[src/rtl/cpu_pkg.sv]
// Shared CPU definitions: ALU opcodes, register-index width and the pipeline stage state.
package cpu_pkg;

    localparam int REG_W = 5;

    localparam logic [3:0] ALU_ADD = 4'b0000;
    localparam logic [3:0] ALU_SUB = 4'b0001;
    localparam logic [3:0] ALU_MUL = 4'b0010;
    localparam logic [3:0] ALU_DIV = 4'b0011;
    localparam logic [3:0] ALU_AND = 4'b0100;
    localparam logic [3:0] ALU_OR  = 4'b0101;
    localparam logic [3:0] ALU_XOR = 4'b0110;
    localparam logic [3:0] ALU_SLL = 4'b0111;
    localparam logic [3:0] ALU_SRL = 4'b1000;

    typedef enum logic {
        ST_EMPTY = 1'b0,
        ST_FULL  = 1'b1
    } stage_state_t;

endpackage

[src/rtl/fwd_mux.sv]
// Operand forwarding select: EX/MEM beats MEM/WB, register 0 is never forwarded.
module fwd_mux
    import cpu_pkg::*;
#(
    parameter int N = 32
) (
    input  logic [REG_W-1:0] src_addr,
    input  logic [N-1:0]     src_data,
    input  logic             exmem_reg_write,
    input  logic [REG_W-1:0] exmem_rd,
    input  logic [N-1:0]     exmem_result,
    input  logic             memwb_reg_write,
    input  logic [REG_W-1:0] memwb_rd,
    input  logic [N-1:0]     memwb_result,
    output logic [N-1:0]     fwd_data
);

    always_comb begin
        fwd_data = src_data;
        if (exmem_reg_write && (exmem_rd == src_addr) && (src_addr != '0))
            fwd_data = exmem_result;
        else if (memwb_reg_write && (memwb_rd == src_addr) && (src_addr != '0))
            fwd_data = memwb_result;
    end

endmodule

[src/rtl/id_ex_stage.sv]
// ID/EX pipeline register with valid/ready handshake, flush, and operand forwarding.
module id_ex_stage
    import cpu_pkg::*;
#(
    parameter int N = 32
) (
    input  logic             clk,
    input  logic             rst,
    input  logic             in_valid,
    output logic             in_ready,
    input  logic [N-1:0]     rs_data,
    input  logic [N-1:0]     rt_data,
    input  logic [N-1:0]     imm,
    input  logic [REG_W-1:0] rs_addr,
    input  logic [REG_W-1:0] rt_addr,
    input  logic [REG_W-1:0] rd_addr,
    input  logic             alu_src,
    input  logic [3:0]       alu_op,
    input  logic             sign_in,
    input  logic             reg_write_in,
    input  logic             flush,
    input  logic             exmem_reg_write,
    input  logic             memwb_reg_write,
    input  logic [REG_W-1:0] exmem_rd,
    input  logic [REG_W-1:0] memwb_rd,
    input  logic [N-1:0]     exmem_result,
    input  logic [N-1:0]     memwb_result,
    output logic             out_valid,
    input  logic             out_ready,
    output logic [N-1:0]     alu_a,
    output logic [N-1:0]     alu_b,
    output logic [3:0]       alu_operation,
    output logic             alu_sign,
    output logic [REG_W-1:0] rd_out,
    output logic             reg_write_out,
    output logic             div_zero
);

    stage_state_t     state;
    logic [N-1:0]     held_rs_data;
    logic [N-1:0]     held_rt_data;
    logic [N-1:0]     held_imm;
    logic [REG_W-1:0] held_rs_addr;
    logic [REG_W-1:0] held_rt_addr;
    logic             held_alu_src;
    logic             held_reg_write;
    logic             capture;
    logic [N-1:0]     rt_fwd;

    assign in_ready = (state == ST_EMPTY) || out_ready;
    assign capture  = in_valid && in_ready && !flush;

    // Flush wins over capture; a stalled FULL stage simply holds everything.
    always_ff @(posedge clk or posedge rst) begin
        if (rst) begin
            state          <= ST_EMPTY;
            held_rs_data   <= '0;
            held_rt_data   <= '0;
            held_imm       <= '0;
            held_rs_addr   <= '0;
            held_rt_addr   <= '0;
            rd_out         <= '0;
            held_alu_src   <= 1'b0;
            alu_operation  <= '0;
            alu_sign       <= 1'b0;
            held_reg_write <= 1'b0;
        end else if (flush) begin
            state <= ST_EMPTY;
        end else if (capture) begin
            state          <= ST_FULL;
            held_rs_data   <= rs_data;
            held_rt_data   <= rt_data;
            held_imm       <= imm;
            held_rs_addr   <= rs_addr;
            held_rt_addr   <= rt_addr;
            rd_out         <= rd_addr;
            held_alu_src   <= alu_src;
            alu_operation  <= alu_op;
            alu_sign       <= sign_in;
            held_reg_write <= reg_write_in;
        end else if (out_ready) begin
            state <= ST_EMPTY;
        end
    end

    fwd_mux #(.N(N)) u_fwd_a (
        .src_addr        (held_rs_addr),
        .src_data        (held_rs_data),
        .exmem_reg_write (exmem_reg_write),
        .exmem_rd        (exmem_rd),
        .exmem_result    (exmem_result),
        .memwb_reg_write (memwb_reg_write),
        .memwb_rd        (memwb_rd),
        .memwb_result    (memwb_result),
        .fwd_data        (alu_a)
    );

    fwd_mux #(.N(N)) u_fwd_b (
        .src_addr        (held_rt_addr),
        .src_data        (held_rt_data),
        .exmem_reg_write (exmem_reg_write),
        .exmem_rd        (exmem_rd),
        .exmem_result    (exmem_result),
        .memwb_reg_write (memwb_reg_write),
        .memwb_rd        (memwb_rd),
        .memwb_result    (memwb_result),
        .fwd_data        (rt_fwd)
    );

    assign alu_b         = held_alu_src ? held_imm : rt_fwd;
    assign out_valid     = (state == ST_FULL);
    assign reg_write_out = out_valid && held_reg_write;
    assign div_zero      = out_valid && (alu_operation == ALU_DIV) && (alu_b == '0);

endmodule

[config.mk]
export PLATFORM = sky130hd
export DESIGN_NAME = id_ex_stage
export DESIGN_NICKNAME = d
export VERILOG_FILES = /design/src/rtl/cpu_pkg.sv /design/src/rtl/fwd_mux.sv /design/src/rtl/id_ex_stage.sv
export SDC_FILE = /design/constraint.sdc
export NUM_CORES = 1
export LEC_CHECK = 0
export ABC_CLOCK_PERIOD_IN_PS = 3600
export CAP_MARGIN = 25
export CORE_MARGIN = 3
export CORE_UTILIZATION = 25
export DETAILED_ROUTE_END_ITERATION = 7
export PLACE_DENSITY = 0.6
export SYNTH_ARGS = -nofsm -noshare
export SYNTH_HDL_FRONTEND = slang
export SYNTH_SLANG_ARGS = --single-unit
[constraint.sdc]
create_clock -name clk -period 3.6 [get_ports clk]
set_clock_uncertainty 0.05 [all_clocks]
set_input_delay 0.54 -clock clk [delete_from_list [all_inputs] [get_ports clk]]
set_output_delay 0.54 -clock clk [all_outputs]
set_load 0.1 [all_outputs]
# [After elaboration in Yosys (flattened, before gate mapping)]
# Index checks and enable logic that the tools add are counted.
[word_totals] regBits=119 input_bits=199 out_inout_bits=78
[classes] reduce_logical=20 n_bitwise=2 n_mux=8 n_eq_ne=5
[ops] cell="two-way mux 32 bit" n=5
[ops] cell="logical NOT 32 bit" n=1
[ops] cell="equality test 5 bit" n=4
[ops] cell="logical AND 1 bit" n=13
[ops] cell="nonzero test 5 bit" n=2
[ops] cell="equality test 4 x 2 -> 1 bit (second input constant)" n=1
[ops] cell="two-way mux 1 bit" n=3
[ops] cell="nonzero test 3 bit" n=1
[ops] cell="NOT 1 bit" n=2
[ops] cell="AND reduction 2 bit" n=1
[ops] cell="logical NOT 1 bit" n=1
[ops] cell="logical OR 1 bit" n=1

# [Logic depth before layout (Yosys ltp)]
# Gate-level depths: netlist of the first run.
[logic_depth] depth_word=8 mapped_depth=12 mapped_depth_nobuf=8

# [Hierarchy]
# From an unflattened synthesis of the first run, not the netlist that was laid out.
[hier_totals] hier_cells=722 area_unflattened_um2=7344.5
[modules_own_cells] mod="id_ex_stage" cells_each=326 area_each_um2=5137.4 instances=1
[modules_own_cells] mod="fwd_mux" cells_each=198 area_each_um2=1103.6 instances=2

# [Worst setup path after synthesis of the first run]
# Ideal clock, no wire load.
[synth_timing] path_kind="input -> output" start="input port memwb_rd[4]" end="output port div_zero" arrival_time_ps=5228 path_buffers=1 required_time_ps=3010 stages=9 slack_ps=-2218 cell_sequence="xor2_1 > nor4_2 > nand4_1 > buf_1 > a221oi_1 > o31ai_1 > or4_1 > or4_1 > nor4_2"
[synth_between] elab_chain_cells=8
[synth_rtl] element="start, declared" line_no="id_ex_stage.sv:25" rtl="input logic [REG_W-1:0] memwb_rd,"
[synth_rtl] element="equality test 5 bit" line_no="fwd_mux.sv:22" rtl="else if (memwb_reg_write && (memwb_rd == src_addr) && (src_addr != '0))"
[synth_rtl] element="logical AND 1 bit (2 in a row)" line_no="fwd_mux.sv:22"
[synth_rtl] element="two-way mux 32 bit" line_no="fwd_mux.sv:22"
[synth_rtl] element="two-way mux 32 bit" line_no="fwd_mux.sv:20" rtl="if (exmem_reg_write && (exmem_rd == src_addr) && (src_addr != '0))"
[synth_rtl] element="two-way mux 32 bit" line_no="id_ex_stage.sv:110" rtl="assign alu_b = held_alu_src ? held_imm : rt_fwd;"
[synth_rtl] element="named net alu_b[27]" line_no="id_ex_stage.sv:31" rtl="output logic [N-1:0] alu_b,"
[synth_rtl] element="logical NOT 32 bit" line_no="id_ex_stage.sv:113" rtl="assign div_zero = out_valid && (alu_operation == ALU_DIV) && (alu_b == '0);"
[synth_rtl] element="logical AND 1 bit" line_no="id_ex_stage.sv:113"
[synth_rtl] element="end, declared" line_no="id_ex_stage.sv:36" rtl="output logic div_zero"
# The timed path passes the listed nets, and every way through them passes these cells.

# [Final worst setup path of the first run]
[layout_timing] start="register held_rt_addr[4]" end="output port div_zero"
[layout_between] elab_chain_cells=8
[layout_rtl] element="start, declared" line_no="id_ex_stage.sv:44" rtl="logic [REG_W-1:0] held_rt_addr;"
[layout_rtl] element="start signal, assigned" line_no="id_ex_stage.sv:75" rtl="held_rt_addr <= rt_addr;"
[layout_rtl] element="equality test 5 bit" line_no="fwd_mux.sv:22"
[layout_rtl] element="logical AND 1 bit (2 in a row)" line_no="fwd_mux.sv:22"
[layout_rtl] element="two-way mux 32 bit" line_no="fwd_mux.sv:22"
[layout_rtl] element="two-way mux 32 bit *" line_no="fwd_mux.sv:20"
[layout_rtl] element="two-way mux 32 bit *" line_no="id_ex_stage.sv:110"
[layout_rtl] element="logical NOT 32 bit *" line_no="id_ex_stage.sv:113"
[layout_rtl] element="logical AND 1 bit *" line_no="id_ex_stage.sv:113"
# Mark *: on every way between the ends. The rest lies on a longest branch, timed or not.

==> results of run 1 <==
==> layout make-up <==
class                   instances  area (µm²)
multi-input cells             428        4380
repair buffers                383        4470
diodes                          3        7.51
flip-flops and latches        119        2980
fillers                      2225       12400
clock inverters                10         121
clock buffers                  22         474
inverters                      11        47.5
well taps                     330         413
==> layer usage <==
metal / GRT usage (%) / up-vias / share of wire [%] / wire length [µm]
li1: - / 2934 / - / -
met1: 24.7 / 2990 / 44 / 12100
met2: 31.5 / 193 / 48 / 13200
met5: 0 / - / 0.13 / 36
met3: 5.34 / 39 / 5.8 / 1610
met4: 6.81 / 6 / 2.7 / 761
==> placed cells by master (no fill, tap or decap), types with 4 or more instances in the layout <==
cell             count
clkbuf_16           17
or4_4                7
a221oi_4            11
nand4_1              4
a221oi_2             5
a221oi_1             7
buf_4               79
o21ai_0              4
xor2_1               6
o21ai_4             31
xnor2_1             11
clkdlybuf4s50_1    206
mux2_2             118
mux2i_1             34
nand2_1             65
buf_12              82
nor2_1              36
o31ai_4             28
dfrtp_1            117
clkinvlp_4           5
inv_1                8
buf_6               11
and3_1              23
==> through the flow <==
stage	instance area, µm²	setup slack, ns
floorplan	7420	-1.09
global placement	11900	-1.16
detailed placement	11900	-1.20
CTS	12800	-1.13
global route	12900	-1.21
finish	12900	-1.11
==> where the power goes <==
group	switching [mW]	internal [mW]	leakage (nW)	total, mW
combinational	2.38	1.71	3.43	4.09
sequential	0.194	1.57	1.40	1.76
clock	0.639	1.08	0.279	1.72
total	3.21	4.35	5.11	7.57
==> worst paths after layout <==
check | start | endpoint | slack (ns) | cells after the start
setup reg to reg | out_valid | held_rt_data[3] | 1.55 | 4
hold reg to reg | held_rs_data[14] | held_rs_data[14] | 0.45 | 1
max in group asynchronous | rst | held_rt_data[17] | 2.07 | 3
setup / recovery | held_rt_addr[4] | div_zero | -1.11 | 13
min in group asynchronous | rst | held_rt_data[24] | 0.61 | 2
hold / removal | held_rs_data[14] | held_rs_data[14] | 0.45 | 1
==> critical path: stages, from the launching register on <==
cell and delay, ns:
dfrtp_2 0.44, xor2_2 0.17, nor4_4 0.35, nand4_1 0.20, buf_12 0.18, buf_12 0.13, buf_12 0.12, buf_12 0.13
a221oi_4 0.29, o31ai_4 0.09, or4_4 0.53, or4_4 0.44, nor4_4 0.41, buf_12 0.22
==> kinds of logic after synthesis <==
| family | count (synthesis) | synth area share (%) |
|---|---|---|
| xor+xnor | 20 | 2.70 |
| flops | 119 | 45.9 |
| compound gates | 105 | 11.0 |
| buf+inv | 57 | 3.53 |
| mux | 152 | 25.7 |
| simple gates | 151 | 11.1 |
==> flip-flops by register name (all words and copies together) (netlist names) <==
signal,flops
held_alu_src,1
held_rs_data,32
held_reg_write,1
held_rt_data,32
held_rt_addr,5
alu_operation,4
alu_sign,1
rd_out,5
out_valid,1
held_imm,32
held_rs_addr,5
==> what timing repair did <==
item                       CTS  global route
pin swaps                   16            12
buffers inserted            11             7
gates cloned                 0             0
hold buffers                 0             0
setup endpoints to repair   20            24
resized for setup           32            19
==> results.md, run 1 <==
- Outcome: complete, but fails checks
- Failing checks: setup timing
- Cell chosen for the clock root: clkbuf_16
- Fin crit share: 131%
- Die width: 167 µm
- Final core utilization: 50.9%
- Top_reg_cell synth: dfrtp_1
- Drt total wl: 27700 µm
- First-pass GRT wire length: 41300 µm
- DR vias/cell: 4.72
- Syn-to-layout area delta: 98.8%
- CP Data Arrival Time: 4.12 ns
- Pwr dens: 587 nW/µm²
- Setup violations, final: 20
- Clock slew at reported path FFs: 0.06 ns
- Power, Total: 7.57 mW
- Peak Freq: 0.212 GHz
- Top cells by count, synth: dfrtp_1, mux2_2, nand2_1
- Number of synthesized flops with an enable pin: 0
- Top post-synthesis cells by area: dfrtp_1, mux2_2, mux2i_1
- Largest net degree at the start of global routing: 51
- Detailed placer's ending HPWL: 21900 µm
- P_leak: 5.11 nW
- Final Hold Fails: 0
- Via count: 6162
- Period minus WS final: 4.71 ns
- Share of cells above drive strength 1: 44.0%
- Total track usage: 19.3%
- Number of max-cap violations: 0
- CP Class: reg -> out
- Port bufs: 276
- Overflow after GRT: 0
- TritonCTS clock tree: built
- Crit. End Element: primary output
- Yosys warnings: 0
- Syn Nets: 803
- DRT antenna net count: 0
- WL per Instance: 21.2 µm
- Synth Instances: 604
- Mapped cell area: 6490 µm²
- CTS H-tree lvls: 4
- Core ar.: 25300 µm²
- CP Max Fanout: 5
- Setup TNS: -3.25 ns
- Syn Area/Cell: 10.7 µm²
- Post-route insts no fill: 1306
- Die Area: 27900 µm²
- Netlist cell types: 35
- Sequential share of the synthesized area: 45.9%
- Worst setup margin: -1.11 ns
- Nets: 1159
- Post-synth top area cell: dfrtp_1
- Clk sinks: 119
- Placed instance count: 1256
- RSZ-0062 raised after global routing: yes
- Required @ worst endpoint: 3.01 ns
- Cts bufs inserted: 17
- Initial antenna violation count: 6
- Die Ht: 167 µm
- Min-Delay Path Class: reg -> reg
- Clock buffer depth: 2
- Initial Util: 25.6%
- Initial DRC count: 230
- Cell with the most instances after synthesis: dfrtp_1
- Top cell type's share of synthesized area: 45.9%
- Worst rel slew slack: 31.1%
- Slew @ Worst Pin: 1.03 ns
- Vias in the first global route: 6614
- Final Hold Slack: 0.453 ns
- Asr flop ratio synth: 100%
- Synth Register Bits: 119
- Maximum VDD drop: 0.339 mV
- First-pass DRT Iterations: 4
- GPL Wtd Cong: 0.884
- Top Ports: 277
- Drt drc: 0
- Clk_lat worst skew: 0.41 ns
- Row Count: 58
- Max Slew Vio Count: 0
- CP startpoint kind: flip-flop
(Power assumes the default switching activity.)
==> run 2, diff against run 1 <==
Settings changed: ABC_CLOCK_PERIOD_IN_PS 3600 to 4800, PLACE_DENSITY 0.6 to 0.58.
Clock period 3.6 ns to 4.8 ns, I/O delays scaled along.
==> run 2 against run 1 <==
- the run now ends clean
- first-iteration DRC count increased by 55%
- hold slack got worse by 0.0045 ns
- register-to-register slack improved by 1.2 ns
- highest routed layer unchanged
==> results.md, run 2 (synthesis gave the netlist of run 1 again) <==
- Overflow after GRT: 0 (unchanged)
- CTS H-tree lvls: 4 (unchanged)
- Cell-internal power: 3.18 mW (was 4.35 mW)
- Syn-to-layout area delta: 77.6% (was 98.8%)
- Die Ht: 167 µm (unchanged)
- Crit path capture: div_zero (unchanged)
- Required @ worst endpoint: 4.03 ns (was 3.01 ns)
- Reg2reg start: out_valid (unchanged)
- Sw frac: 41.7% (was 42.5%)
- Vias in the first global route: 6295 (was 6614)
- Fin crit share: 99.4%
- Detailed placer's ending HPWL: 20600 µm (was 21900 µm)
- CP Max Fanout: 13 (was 5)
- Nets: 1105 (was 1159)
- First-pass GRT wire length: 40400 µm (was 41300 µm)
- Top Ports: 277 (unchanged)
- Drt drc: 0 (unchanged)
- Row Count: 58 (unchanged)
- Slew @ Worst Pin: 0.988 ns (was 1.03 ns)
- Outcome: finished, final reports clean (was complete, but fails checks)
- Top Registers: held_imm: 32 flops, held_rs_data: 32 flops, held_rt_data: 32 flops (unchanged)
- Total track usage: 19.1% (was 19.3%)
- Power, Total: 5.46 mW (was 7.57 mW)
- Clock buffer depth: 2 (unchanged)
- Period minus WS final: 4.77 ns
- Die Area: 27900 µm² (unchanged)
- Worst rel slew slack: 33.9% (was 31.1%)
- Clk_lat worst skew: 0.41 ns (about the same)
- Initial DRC count: 356 (was 230)
- Pwr dens: 474 nW/µm² (was 587 nW/µm²)
- Clk sinks: 119 (unchanged)
- Hold buffers post-CTS: 0 (unchanged)
- CP startpoint kind: flip-flop (unchanged)
- RSZ-0062 raised after global routing: yes (unchanged)
- Final Hold Fails: 0 (unchanged)
- Leading cell type in the layout, fill and taps excluded: clkdlybuf4s50_1 (unchanged)
- Cts bufs inserted: 17 (unchanged)
- Filler Cell Count: 2368 (was 2225)
- Cell chosen for the clock root: clkbuf_16 (unchanged)
- Number of max-cap violations: 0 (unchanged)
- Combinational power share: 50.6% (was 54.0%)
- GPL Wtd Cong: 0.876 (was 0.884)
- Sequential share of power: 24.1% (was 23.3%)
- Initial antenna violation count: 10 (was 6)
- CP Class: reg -> out (unchanged)
- R2R Path End: held_imm[1] (was held_rt_data[3])
- WL per Instance: 21.5 µm (was 21.2 µm)
- Port bufs: 276 (unchanged)
- Setup violations, final: 0 (was 20)
- Commonest cells after routing, fill and taps aside: clkdlybuf4s50_1, mux2_2, dfrtp_1 (unchanged)
- Slack of the worst reg-to-reg path: 2.76 ns (was 1.55 ns)
- Via count: 6035 (was 6162)
- Maximum VDD drop: 0.224 mV (was 0.339 mV)
- Core ar.: 25300 µm² (unchanged)
- Peak Freq: 0.210 GHz
- DRT antenna net count: 0 (unchanged)
- Initial Util: 25.6% (unchanged)
- Die width: 167 µm (unchanged)
- Share of cells above drive strength 1: 35.1% (was 44.0%)
- Max Slew Vio Count: 0 (unchanged)
- DR vias/cell: 4.81 (was 4.72)
- Drt total wl: 27000 µm (was 27700 µm)
- Min-Delay Path Class: reg -> reg (unchanged)
- Clock slew at reported path FFs: 0.06 ns (about the same)
- First-pass DRT Iterations: 5 (was 4)
- Switching Power: 2.28 mW (was 3.21 mW)
- R2R depth: 4 (unchanged)
- Setup TNS: 0 ns (was -3.25 ns)
- TritonCTS clock tree: built (unchanged)
- Crit. End Element: primary output (unchanged)
- Clk pwr share: 25.3% (was 22.7%)
- P_leak: 4.64 nW (was 5.11 nW)
- Largest net degree at the start of global routing: 119 (was 51)
- Crit path launch: held_rt_addr[1] (was held_rt_addr[4])
- CP Data Arrival Time: 4.00 ns (was 4.12 ns)
run 2: metrics by stage:
step                      instance area (µm²)  instances  hold WS (ns)  worst slack, ns  utilization [%]
after floorplan                          6630        604         0.423           -0.486                -
after CTS                               11400       1247         0.453         -0.00471             45.1
after global placement                  10700       1212         0.435           -0.352             42.2
final                                   11500       1255         0.449           0.0281             45.5
after global routing                    11500       1255         0.469           -0.115             45.5
after detailed placement                10700       1212         0.441           -0.418             42.2
run 2: power groups by stage:
stage                     registers (mW)  logic (mW)  clock network (mW)
after floorplan                     1.37        1.54                   0
after global placement              1.32        2.73                   0
after detailed placement            1.32        2.74                   0
after CTS                           1.31        2.77                1.41
after global routing                1.34        2.86                1.45
final                               1.31        2.77                1.38
run 2: repair_timing:
item	4_1_cts	5_1_grt
buffers inserted	2	1
pin swaps	10	7
setup endpoints to repair	1	1
gates cloned	1	0
resized for setup	29	12
run 2: worst min path at each step:
| stage | from | endpoint | slack (ns) | depth (start not counted) |
|---|---|---|---|---|
| 2_1_floorplan | held_reg_write | held_reg_write | 0.42 | 1 |
| 3_3_place_gp | held_reg_write | held_reg_write | 0.44 | 1 |
| 3_5_place_dp | held_reg_write | held_reg_write | 0.44 | 1 |
| 4_1_cts | held_reg_write | held_reg_write | 0.45 | 1 |
| 5_1_grt | held_rs_data[31] | held_rs_data[31] | 0.47 | 1 |
| 6_report | held_reg_write | held_reg_write | 0.45 | 1 |
run 2: layout make-up:
cell class	instances	area [µm²]	share of cell area, %
multi-input combinational	428	3570	31.0
sequential	119	2980	25.9
clock buffer	25	485	4.21
tap	330	413	3.58
antenna	6	15.0	0.130
timing repair buffer	329	3870	33.6
inverter	11	43.8	0.380
clock inverter	7	141	1.23
run 2: critical path, stage by stage, from the launching register on:
cell and delay [ns]:
dfrtp_2 0.44, or4_1 0.54, or2_1 0.27, and2_4 0.23, a221oi_4 0.29, o31ai_2 0.10, or4_4 0.59, or4_4 0.51
nor4_4 0.38, buf_12 0.22
run 2: layer usage:
metal / global-route usage, % / vias up / routed length, µm
li1: - / 2820 / -
met1: 25.6 / 2953 / 12100
met2: 29.3 / 203 / 12600
met3: 5.25 / 51 / 1570
met4: 7.25 / 8 / 754
met5: 0 / - / 59
